**config.mk**
```make
export PLATFORM = sky130hd
export DESIGN_NAME = dmem_arbiter_flat
export DESIGN_NICKNAME = d
export VERILOG_FILES = /design/src/rtl/dmem_arbiter_if.sv /design/src/rtl/dmem_arbiter.sv /design/src/flat_wrapper.sv
export SDC_FILE = /design/constraint.sdc
export NUM_CORES = 1
export LEC_CHECK = 0
export BUFFER_PORTS_ARGS = -buffer_cell sky130_fd_sc_hd__buf_4
export CORE_AREA = 2 2 116 118
export DETAILED_ROUTE_END_ITERATION = 10
export DIE_AREA = 0 0 118 120
export HOLD_SLACK_MARGIN = 0.15
export PLACE_DENSITY = 0.95
export SYNTH_ARGS = -nofsm -noshare
export SYNTH_HDL_FRONTEND = slang
export SYNTH_SLANG_ARGS = --single-unit
```
**constraint.sdc**
```tcl
create_clock -name clk_i -period 6.9 [get_ports clk_i]
set_input_delay 1.035 -clock clk_i [delete_from_list [all_inputs] [get_ports clk_i]]
set_output_delay 1.035 -clock clk_i [all_outputs]
set_load 0.1 [all_outputs]
```
**src/rtl/dmem_arbiter_if.sv**
```systemverilog
// dmem_arbiter_if: requester handshakes plus data-memory strobes for the two-port data-memory arbiter
interface dmem_arbiter_if;
   logic        req0_i;
   logic        req1_i;
   logic        we0_i;
   logic        we1_i;
   logic [31:0] addr0_i;
   logic [31:0] addr1_i;
   logic [31:0] wdata0_i;
   logic [31:0] wdata1_i;
   logic        ack0_o;
   logic        ack1_o;
   logic        err0_o;
   logic        err1_o;
   logic [31:0] rdata0_o;
   logic [31:0] rdata1_o;
   logic [31:0] mem_addr_o;
   logic [31:0] mem_data_o;
   logic        mem_read_o;
   logic        mem_write_o;
   logic [31:0] mem_data_i;
   modport slave (
      input  req0_i, req1_i, we0_i, we1_i, addr0_i, addr1_i, wdata0_i, wdata1_i, mem_data_i,
      output ack0_o, ack1_o, err0_o, err1_o, rdata0_o, rdata1_o,
             mem_addr_o, mem_data_o, mem_read_o, mem_write_o
   );
   modport master (
      output req0_i, req1_i, we0_i, we1_i, addr0_i, addr1_i, wdata0_i, wdata1_i, mem_data_i,
      input  ack0_o, ack1_o, err0_o, err1_o, rdata0_o, rdata1_o,
             mem_addr_o, mem_data_o, mem_read_o, mem_write_o
   );
endinterface

```
**src/rtl/dmem_arbiter.sv**
```systemverilog
// dmem_arbiter: two-port word access sequencer for the single-port data memory; DMEM_ARB_RR_EN selects round-robin instead of fixed port-0 priority
module dmem_arbiter #(
   parameter int unsigned ADDR_LIMIT = 128
) (
   input logic           clk_i,
   input logic           rst_i,
   dmem_arbiter_if.slave bus
);
   typedef enum logic [1:0] {IDLE, SERVE, DONE} state_t;
   state_t      state;
   state_t      state_n;
   logic        owner;
   logic        we_q;
   logic        err_q;
   logic [31:0] addr_q;
   logic [31:0] wdata_q;
   logic [31:0] rdata0_q;
   logic [31:0] rdata1_q;
   logic        any_req;
   logic        grant;
   logic        sel;
   logic        sel_we;
   logic        sel_err;
   logic [31:0] sel_addr;
   logic [31:0] sel_wdata;
   logic [32:0] end_addr;
   logic        mem_read;
   logic        mem_write;
   logic        ack0;
   logic        ack1;
   assign any_req = bus.req0_i | bus.req1_i;
   assign grant   = (state == IDLE) & any_req;
`ifdef DMEM_ARB_RR_EN
   logic rr_q;
   // Pointer names the favoured port: the one not granted most recently, error grants included
   always_ff @(posedge clk_i or posedge rst_i)
      if (rst_i)
         rr_q <= 1'b0;
      else if (grant)
         rr_q <= ~sel;
   assign sel = (bus.req0_i & bus.req1_i) ? rr_q : bus.req1_i;
`else
   assign sel = ~bus.req0_i;
`endif
   assign sel_we    = sel ? bus.we1_i    : bus.we0_i;
   assign sel_addr  = sel ? bus.addr1_i  : bus.addr0_i;
   assign sel_wdata = sel ? bus.wdata1_i : bus.wdata0_i;
   // 33-bit sum so that addresses wrapping past 2^32 are also rejected
   assign end_addr  = {1'b0, sel_addr} + 33'd3;
   assign sel_err   = (sel_addr[1:0] != 2'b00) || (end_addr >= 33'(ADDR_LIMIT));
   // State register; reset aborts any access in flight
   always_ff @(posedge clk_i or posedge rst_i)
      if (rst_i)
         state <= IDLE;
      else
         state <= state_n;
   // Next state and strobes, all decoded from state so reset drops them at once
   always_comb begin
      state_n   = (state == IDLE) ? (any_req ? SERVE : IDLE) : ((state == SERVE) ? DONE : IDLE);
      mem_read  = (state == SERVE) & ~we_q & ~err_q;
      mem_write = (state == SERVE) & we_q & ~err_q;
      ack0      = (state == DONE) & ~owner;
      ack1      = (state == DONE) & owner;
   end
   // Latch the winning request; the address/data registers double as the held memory bus
   always_ff @(posedge clk_i or posedge rst_i)
      if (rst_i) begin
         owner   <= 1'b0;
         we_q    <= 1'b0;
         err_q   <= 1'b0;
         addr_q  <= '0;
         wdata_q <= '0;
      end else if (grant) begin
         owner   <= sel;
         we_q    <= sel_we;
         err_q   <= sel_err;
         addr_q  <= sel_addr;
         wdata_q <= sel_wdata;
      end
   // Capture read data at the end of SERVE; rejected accesses clear the owner's rdata
   always_ff @(posedge clk_i or posedge rst_i)
      if (rst_i) begin
         rdata0_q <= '0;
         rdata1_q <= '0;
      end else if ((state == SERVE) && (err_q || !we_q)) begin
         if (owner)
            rdata1_q <= err_q ? 32'h0 : bus.mem_data_i;
         else
            rdata0_q <= err_q ? 32'h0 : bus.mem_data_i;
      end
   assign bus.mem_addr_o  = addr_q;
   assign bus.mem_data_o  = wdata_q;
   assign bus.mem_read_o  = mem_read;
   assign bus.mem_write_o = mem_write;
   assign bus.ack0_o      = ack0;
   assign bus.ack1_o      = ack1;
   assign bus.err0_o      = ack0 & err_q;
   assign bus.err1_o      = ack1 & err_q;
   assign bus.rdata0_o    = rdata0_q;
   assign bus.rdata1_o    = rdata1_q;
endmodule

```
**src/flat_wrapper.sv**
```systemverilog
// flat-port wrapper written by rule: the top's interface ports become plain ports
module dmem_arbiter_flat 
#(
   parameter int unsigned ADDR_LIMIT = 128
)
  (clk_i, rst_i, bus_req0_i, bus_req1_i, bus_we0_i, bus_we1_i, bus_addr0_i, bus_addr1_i, bus_wdata0_i, bus_wdata1_i, bus_mem_data_i, bus_ack0_o, bus_ack1_o, bus_err0_o, bus_err1_o, bus_rdata0_o, bus_rdata1_o, bus_mem_addr_o, bus_mem_data_o, bus_mem_read_o, bus_mem_write_o);
  dmem_arbiter_if bus_i ();
  input logic clk_i;
  input logic rst_i;
  input wire logic [$bits(bus_i.req0_i)-1:0] bus_req0_i;
  input wire logic [$bits(bus_i.req1_i)-1:0] bus_req1_i;
  input wire logic [$bits(bus_i.we0_i)-1:0] bus_we0_i;
  input wire logic [$bits(bus_i.we1_i)-1:0] bus_we1_i;
  input wire logic [$bits(bus_i.addr0_i)-1:0] bus_addr0_i;
  input wire logic [$bits(bus_i.addr1_i)-1:0] bus_addr1_i;
  input wire logic [$bits(bus_i.wdata0_i)-1:0] bus_wdata0_i;
  input wire logic [$bits(bus_i.wdata1_i)-1:0] bus_wdata1_i;
  input wire logic [$bits(bus_i.mem_data_i)-1:0] bus_mem_data_i;
  output wire logic [$bits(bus_i.ack0_o)-1:0] bus_ack0_o;
  output wire logic [$bits(bus_i.ack1_o)-1:0] bus_ack1_o;
  output wire logic [$bits(bus_i.err0_o)-1:0] bus_err0_o;
  output wire logic [$bits(bus_i.err1_o)-1:0] bus_err1_o;
  output wire logic [$bits(bus_i.rdata0_o)-1:0] bus_rdata0_o;
  output wire logic [$bits(bus_i.rdata1_o)-1:0] bus_rdata1_o;
  output wire logic [$bits(bus_i.mem_addr_o)-1:0] bus_mem_addr_o;
  output wire logic [$bits(bus_i.mem_data_o)-1:0] bus_mem_data_o;
  output wire logic [$bits(bus_i.mem_read_o)-1:0] bus_mem_read_o;
  output wire logic [$bits(bus_i.mem_write_o)-1:0] bus_mem_write_o;
  assign bus_i.req0_i = bus_req0_i;
  assign bus_i.req1_i = bus_req1_i;
  assign bus_i.we0_i = bus_we0_i;
  assign bus_i.we1_i = bus_we1_i;
  assign bus_i.addr0_i = bus_addr0_i;
  assign bus_i.addr1_i = bus_addr1_i;
  assign bus_i.wdata0_i = bus_wdata0_i;
  assign bus_i.wdata1_i = bus_wdata1_i;
  assign bus_i.mem_data_i = bus_mem_data_i;
  assign bus_ack0_o = bus_i.ack0_o;
  assign bus_ack1_o = bus_i.ack1_o;
  assign bus_err0_o = bus_i.err0_o;
  assign bus_err1_o = bus_i.err1_o;
  assign bus_rdata0_o = bus_i.rdata0_o;
  assign bus_rdata1_o = bus_i.rdata1_o;
  assign bus_mem_addr_o = bus_i.mem_addr_o;
  assign bus_mem_data_o = bus_i.mem_data_o;
  assign bus_mem_read_o = bus_i.mem_read_o;
  assign bus_mem_write_o = bus_i.mem_write_o;
  dmem_arbiter #(.ADDR_LIMIT(ADDR_LIMIT)) u_core (.clk_i(clk_i), .rst_i(rst_i), .bus(bus_i));
endmodule
```
Word level (Yosys, flattened, before mapping) --
Index checks and enable logic that the tools add are counted. Widths: inputs -> output; s select.
Word-level totals: bits in registers 133, output and inout bits 134, memories 0, bits in read-only memories 0, bits in latches 0, memory bits (writable) 0, bits of input ports 166
Operators by class: shifts and indexed selects 0, add/subtract/negate cells 1, equality and inequality tests 2, div/mod/pow operators 0, $lt $le $gt $ge 1, $mul 0, reduce and logical (&&, ||, !) cells 8, bitwise operators 14, muxes and demuxes 7
Operator list (count):
- $mux 32 | 3
- $add 32x2->33 const B | 1
- $ge 33x8->1 const B | 1
- $and 1x1->1 | 9
- $mux 2 | 2
- $not 1->1 | 4
- $reduce_and 2->1 | 2
- $eq 2x1->1 const B | 1
- $eq 2x2->1 const B | 1
- $logic_not 2->1 | 1
- $logic_or 1x1->1 | 2
- $mux 1 | 2
- $reduce_bool 2->1 | 1
- $logic_and 1x1->1 | 1
- $logic_not 1->1 | 1
- $or 1x1->1 | 1

Longest topological paths before layout --
Gate-level depths: netlist of the first run.
depth in word-level cells 4, mapped depth 10, depth with buffers taken out 7

Least setup slack after synthesis of the first run --
No wires, ideal clock.
path type reg-to-output, from register u_core.state[0], to output bus_err0_o, setup slack 2226 ps, cell stages (with the launch flop) 3, path buffers 0, arrival time 3639 ps, data required time 5865 ps, cell sequence dfrtp_1 nor3b_1 and2_1
Between the ends: longest elaborated chain between the ends 3
RTL lines:
- start: declaration | line dmem_arbiter.sv:10 | state_t state;
- start signal: assignment | line dmem_arbiter.sv:56 | state <= state_n;
- $eq 2x2->1 | line dmem_arbiter.sv:62 | ack0 = (state == DONE) & ~owner;
- $and 1x1->1 | line dmem_arbiter.sv:62
- net bus_ack0_o | line flat_wrapper.sv:19 | output wire logic [$bits(bus_i.ack0_o)-1:0] bus_ack0_o;
- $and 1x1->1 | line dmem_arbiter.sv:97 | assign bus.err0_o = ack0 & err_q;
- end: declaration | line flat_wrapper.sv:21 | output wire logic [$bits(bus_i.err0_o)-1:0] bus_err0_o;
The timed path passes the listed nets, and every way through them passes these cells.

Final worst setup path of the first run --
from input bus_req0_i, to register u_core.err_q
Between the ends: longest elaborated chain between the ends 4, elaborated cells between the ends (all ways) 7
RTL lines:
- start: declaration | line flat_wrapper.sv:10 | input wire logic [$bits(bus_i.req0_i)-1:0] bus_req0_i;
- $mux 32 | line dmem_arbiter.sv:46 | assign sel_addr = sel ? bus.addr1_i : bus.addr0_i;
- $add 32x2->33 | line dmem_arbiter.sv:49 | assign end_addr = {1'b0, sel_addr} + 33'd3;
- $ge 33x8->1 | line dmem_arbiter.sv:50 | assign sel_err = (sel_addr[1:0] != 2'b00) || (end_addr >= 33'(ADDR_LIMIT));
- $logic_or 1x1->1 | line dmem_arbiter.sv:50
- end signal: assignment | line dmem_arbiter.sv:76 | err_q <= sel_err;
- end: declaration | line dmem_arbiter.sv:14 | logic err_q;
Several ways; a longest one is shown, not always the timed one. A chain may end at the register's enable or synchronous reset.

==> flow_metrics.env, run 1 <==
export IMPL_hold_class="reg -> reg"
export IMPL_whs_ps=481
export IMPL_fp_dieW_um=118
export IMPL_viasPerCell=5.38
export IMPL_io_pins=300
export IMPL_crit_cells=9
export IMPL_timing_critical_path_to="u_core.err_q"
export IMPL_max_cap_viol_count=0
export IMPL_worstPathCellList="buf_4, buf_4, mux2i_1, or3_1, nand4bb_1, a221oi_1, mux2i_1, nor4_1, a31oi_1"
export IMPL_grt_pass1_wl_um=29500
export IMPL_relSlewSlack=0.279
export IMPL_coreArea_mm2=0.0130
export IMPL_post_place_cells=1093
export IMPL_postCtsSetupRepairBufs=0
export IMPL_period_minus_slack_ps=3600
export IMPL_internal_power_uw=2000
export IMPL_track_usage=0.263
export IMPL_synth_edf_count=0
export IMPL_cts_max_level=4
export IMPL_crit_buf_inv=2
export IMPL_clkTransAtPathRegs_ps=60
export IMPL_synth_largest_area_cell="dfrtp_1"
export IMPL_synth_nets=819
export IMPL_rows=42
export IMPL_setup_viol=0
export IMPL_worst_slew_pin_slew_ps=1080
export IMPL_rsz0062_at_grt="no"
export IMPL_ys_top_cells_by_count="133 x dfrtp_1, 81 x nor2_1, 74 x nand2_1"
export IMPL_cts_tree="built"
export IMPL_final_nets=1102
export IMPL_rr_endpoint="u_core.bus.rdata1_o[13]"
export IMPL_root_buffer="clkbuf_16"
export IMPL_drt_initial_drc_count=479
export IMPL_end_kind="flop"
export IMPL_die_area_mm2=0.0142
export IMPL_seq_area_frac_synth=0.527
export IMPL_grt_overflow=0
export IMPL_netlist_area_leader_share=0.527
export IMPL_p_leak_uw=0.00439
export IMPL_timing_reg2reg_setup_slack_ps=4400
export IMPL_fin_setup_tns_ps=0
export IMPL_arrival_ps=3870
export IMPL_hold_buffers=0
export IMPL_outcome="completed"
export IMPL_startpoint="bus_req0_i"
export IMPL_hpwl_um=13600
export IMPL_regArea_mm2=0.00333
export IMPL_worstRegToRegCells=4
export IMPL_finalCritPeriodShare=0.521
export IMPL_gp_congestion=0.869
export IMPL_p_sw_uw=2450
export IMPL_synth_most_common_cell="dfrtp_1"
export IMPL_post_cts_resized=0
export IMPL_dr_pass1_iters=7
export IMPL_power_density_mw_per_mm2=483
export IMPL_vias=6056
export IMPL_numPortBuffers=299
export IMPL_reg2reg_from="u_core.err_q"
export IMPL_clk_latency_ps=410
export IMPL_syn_area_per_cell_um2=9.68
export IMPL_grt_max_degree=85
export IMPL_final_setup_skew_ps=6.50
export IMPL_synth_flop_cell="dfrtp_1"
export IMPL_synthToLayoutAreaGrowth_pct=46.2
export IMPL_p_clk_frac=0.198
export IMPL_path_class="in -> reg"
export IMPL_multi_input_area_mm2=0.00280
export IMPL_p_sw_frac=0.551
export IMPL_ant_nets=0
export IMPL_fill_cells=893
export IMPL_vdd_ir_drop_max_v=0.000504
export IMPL_power_frac_seq=0.252
export IMPL_finalHoldViolations=0
export IMPL_die_h_um=120
export IMPL_stdcell_count=1125
export IMPL_antenna_cells=0
export IMPL_comb_power_share=0.550
export IMPL_start_util=0.487
export IMPL_drc=0
export IMPL_crit_required_ps=7180
export IMPL_clkSinkCount=133
export IMPL_layout_drive_gt1_share=0.372
export IMPL_wl_per_cell_um=16.6
export IMPL_grt_pass1_vias=5872
export IMPL_cp_slowest_stage_delay_ps=700
export IMPL_antenna_found_initial=0
export IMPL_cts_path_max_buffers=2
export IMPL_synth_area_leaders="dfrtp_1 53%, mux2i_1 9.7%, a21oi_1 5.5%"
export IMPL_synth_cell_type_count=50
export IMPL_cts_buffers=17
export IMPL_timing_fmax_mhz=278
export IMPL_critical_path_top_delay_family="buffers and inverters"
export IMPL_drv_slew=0
export IMPL_worst_path_max_fanout=50
export IMPL_yosys_warnings=0
export IMPL_cpMaxStageDelayCell="buf_4"
export IMPL_ys_ff_latch=133
export IMPL_async_flop_share=1.00
export IMPL_routed_wl_um=18600
export IMPL_syn_area_mm2=0.00632
export IMPL_worst_setup_path_start_kind="input port"
export IMPL_synthCells=653
[sequential cells by signal, indices dropped and copies added, names as in the netlist]
name                   flops
u_core.bus.mem_addr_o     32
u_core.bus.mem_data_o     32
u_core.bus.rdata0_o       32
u_core.bus.rdata1_o       32
u_core.err_q               1
u_core.owner               1
u_core.state               2
u_core.we_q                1
[cells in the final DEF (no fill, tap or decap), types with 3 or more instances in the layout]
| cell | count |
|---|---|
| a21oi_1 | 69 |
| a31oi_1 | 9 |
| and2_1 | 5 |
| buf_4 | 305 |
| clkbuf_16 | 17 |
| clkinv_2 | 3 |
| clkinv_4 | 4 |
| dfrtp_1 | 133 |
| inv_6 | 5 |
| mux2_2 | 4 |
| mux2i_1 | 61 |
| nand2_1 | 74 |
| nand2b_1 | 39 |
| nand3_1 | 4 |
| nand4_1 | 5 |
| nor2_1 | 81 |
| nor3_1 | 7 |
| nor4_1 | 6 |
| o21ai_0 | 69 |
| xnor2_1 | 5 |
[tightest hold or removal path, stage by stage, from the launching register on]
cell and delay (ps):
dfrtp_1 340, nand2_1 40, o21ai_0 60
[cell families (layout without fill, tap and decap cells)]
group | after synthesis | in the layout | synth area share
and+or+nand+nor | 239 | 239 | 0.180
buffers and inverters | 44 | 340 | 0.0313
xor gates and xnor gates | 7 | 7 | 0.00970
muxes | 66 | 66 | 0.106
AOI/OAI and AO/OA | 164 | 164 | 0.146
DFF | 133 | 133 | 0.527
[worst min path at each step]
| stage | startpoint | endpoint | slack (ps) | cells past startpoint |
|---|---|---|---|---|
| global route | u_core.bus.rdata0_o[14] | u_core.bus.rdata0_o[14] | 510 | 2 |
| global placement | u_core.bus.rdata0_o[9] | u_core.bus.rdata0_o[9] | 460 | 2 |
| CTS | u_core.bus.rdata1_o[28] | u_core.bus.rdata1_o[28] | 490 | 2 |
| floorplan | u_core.we_q | u_core.we_q | 520 | 2 |
| detailed placement | u_core.bus.rdata0_o[8] | u_core.bus.rdata0_o[8] | 470 | 2 |
| finish | u_core.bus.rdata1_o[12] | u_core.bus.rdata1_o[12] | 480 | 2 |
[cell type report]
class / count / share of cell area
clock buffer: 18 / 0.0465
clock inverter: 14 / 0.0165
inverter: 3 / 0.00176
multi-input combinational: 476 / 0.303
sequential: 133 / 0.360
tap: 176 / 0.0238
timing repair buffer: 305 / 0.248
[power by group through the flow]
stage               sequential [uW]  combinational [uW]  clock [uW]
floorplan                      2530                 483           0
global placement               1120                2420           0
detailed placement             1130                2460           0
CTS                            1120                2460         895
global route                   1150                2550         933
finish                         1120                2450         883
[per-stage QoR]
| stage | worst slack [ps] | total power [uW] | util | instance area, um2 |
|---|---|---|---|---|
| floorplan | 2230 | 3020 | - | 6320 |
| global placement | 3100 | 3540 | 0.667 | 8660 |
| detailed placement | 2900 | 3590 | 0.667 | 8660 |
| CTS | 3330 | 4480 | 0.712 | 9240 |
| global route | 3120 | 4630 | 0.712 | 9240 |
| finish | 3300 | 4460 | 0.712 | 9240 |
[routing by layer]
metal,global-route usage,routed length [um],vias up
met2,0.456,9630,319
met5,0,0,-
met1,0.311,7060,2864
met3,0.0703,1540,32
met4,0.104,396,0
li1,-,-,2841
Note: power is estimated with default switching activity, not from simulation.
==> run 2, diff against run 1 <==
CORE_AREA = not set   (was 2 2 116 118)
CORE_UTILIZATION = 42   (was not set)
DIE_AREA = not set   (was 0 0 118 120)
PLACE_DENSITY = 0.87   (was 0.95)
clock period = 3.1 ns   (was 6.9 ns; I/O delays follow)
==> run 2 against run 1 <==
- clock power grew 110%
- critical path depth is the same
- sequential power grew 120%
- via count shrank 1.6%
- core utilization shrank 7.1 points
- setup slack lost 2500 ps
- sequential share of layout area shrank 0.41 points
- final area grew 1.2%
- critical path type unchanged
- critical endpoint unchanged
==> flow_metrics.env, run 2 (synthesis results as in run 1) <==
export IMPL_final_nets=1111
export IMPL_rsz0062_at_grt="no"
export IMPL_setup_viol=0
export IMPL_start_util=0.433
export IMPL_hold_class="in -> async"
export IMPL_layout_common_cells="310 x buf_4, 133 x dfrtp_1, 81 x nor2_1"
export IMPL_coreArea_mm2=0.0146
export IMPL_synthToLayoutAreaGrowth_pct=47.9
export IMPL_drc=0
export IMPL_dr_pass1_iters=5
export IMPL_gp_congestion=0.865
export IMPL_critical_path_top_delay_family="simple AND/OR/NAND/NOR gates"
export IMPL_vdd_ir_drop_max_v=0.00108
export IMPL_post_cts_resized=0
export IMPL_io_pins=300
export IMPL_grt_pass1_vias=5825
export IMPL_drt_initial_drc_count=390
export IMPL_end_kind="flop"
export IMPL_drv_slew=0
export IMPL_wl_per_cell_um=16.0
export IMPL_fin_setup_tns_ps=0
export IMPL_rows=44
export IMPL_period_minus_slack_ps=2280
export IMPL_root_buffer="clkbuf_16"
export IMPL_worstPathCellList="buf_4, buf_12, mux2i_1, buf_4, or4_4, nor3_2, a31oi_1, nor4_1, a31oi_1"
export IMPL_worst_path_max_fanout=40
export IMPL_max_cap_viol_count=0
export IMPL_grt_pass1_wl_um=29100
export IMPL_cts_buffers=17
export IMPL_arrival_ps=2570
export IMPL_crit_required_ps=3390
export IMPL_postCtsSetupRepairBufs=0
export IMPL_mostFrequentLayoutCell="buf_4"
export IMPL_relSlewSlack=0.474
export IMPL_worst_setup_path_start_kind="input port"
export IMPL_ant_nets=0
export IMPL_reg2reg_from="u_core.state[1]"
export IMPL_cpMaxStageDelayCell="or4_4"
export IMPL_cp_slowest_stage_delay_ps=530
export IMPL_p_leak_uw=0.00443
export IMPL_track_usage=0.237
export IMPL_vias=5958
export IMPL_startpoint="bus_req0_i"
export IMPL_timing_fmax_mhz=439
export IMPL_clkSinkCount=133
export IMPL_fp_dieW_um=125
export IMPL_hold_buffers=0
export IMPL_final_setup_skew_ps=15.0
export IMPL_finalCritPeriodShare=0.735
export IMPL_path_class="in -> reg"
export IMPL_placed_area_mm2=0.00879
export IMPL_clk_latency_ps=420
export IMPL_antenna_cells=0
export IMPL_hpwl_um=13700
export IMPL_finalHoldViolations=0
export IMPL_antenna_found_initial=0
export IMPL_routed_wl_um=18300
export IMPL_worst_slew_pin_slew_ps=787
export IMPL_cts_tree="built"
export IMPL_cts_path_max_buffers=2
export IMPL_totalPowerFinal_uw=9860
export IMPL_grt_overflow=0
export IMPL_clkTransAtPathRegs_ps=60
export IMPL_power_density_mw_per_mm2=1050
export IMPL_die_area_mm2=0.0155
export IMPL_numPortBuffers=299
export IMPL_viasPerCell=5.22
export IMPL_die_h_um=125
export IMPL_cts_max_level=4
export IMPL_grt_max_degree=68
export IMPL_layout_drive_gt1_share=0.381
export IMPL_crit_buf_inv=3
export IMPL_outcome="completed"
export IMPL_fill_cells=1217
export IMPL_final_area_mm2=0.00935
run 2: cell count changes in the layout (fill, tap and decap cells not counted), moves of 2 or more:
| cell | change |
|---|---|
| buf_12 | +4 |
| buf_4 | +5 |
| bufinv_16 | -2 |
| clkbuf_8 | +2 |
| clkinvlp_4 | +3 |
| inv_6 | -2 |
run 2: path summary, 6_finish.rpt:
kind / end / slack, ps / cells past startpoint
worst max register to register: u_core.err_q / 1000 / 5
min in group clk_i: u_core.bus.mem_addr_o[2] / 340 / 3
worst max-delay path: u_core.err_q / 820 / 9
worst min-delay path: u_core.bus.rdata0_o[6] / 180 / 2
max in group asynchronous: u_core.bus.mem_data_o[16] / 2190 / 3
worst min register to register: u_core.bus.rdata0_o[11] / 480 / 2
run 2: cell type report:
cell class              count  area, um2  share of cell area
clock inverters            13       98.8              0.0106
well taps                 184        230              0.0246
multi-input cells         476       2810               0.301
inverters                   3       15.0             0.00161
repair buffers            314       2410               0.258
clock buffers              19        453              0.0485
flip-flops and latches    133       3330               0.356
run 2: worst register-to-register path, stage by stage (launching register included):
cell and delay (ps):
dfrtp_1 470, or4_1 580, nor4_1 360, nand3_1 150, a2111oi_2 290, a31oi_1 120
run 2: layer usage:
layer	vias up	GRT usage	wire, um
li1	2856	-	-
met1	2802	0.282	7230
met2	275	0.408	9240
met3	25	0.0739	1530
met4	0	0.0730	293
met5	-	0	0
run 2: stage by stage:
step	utilization	setup slack [ps]	std cells	hold slack (ps)
after global routing	0.641	634	1142	217
after CTS	0.641	836	1142	196
final	0.641	822	1142	182
after floorplan	-	64.8	653	540
after global placement	0.603	515	1110	462
after detailed placement	0.603	397	1110	473
run 2: power by group:
group	total [uW]	switching (uW)	internal (uW)
clock network	1850	785	1070
logic	5500	4400	1100
registers	2500	298	2200
total	9860	5480	4370
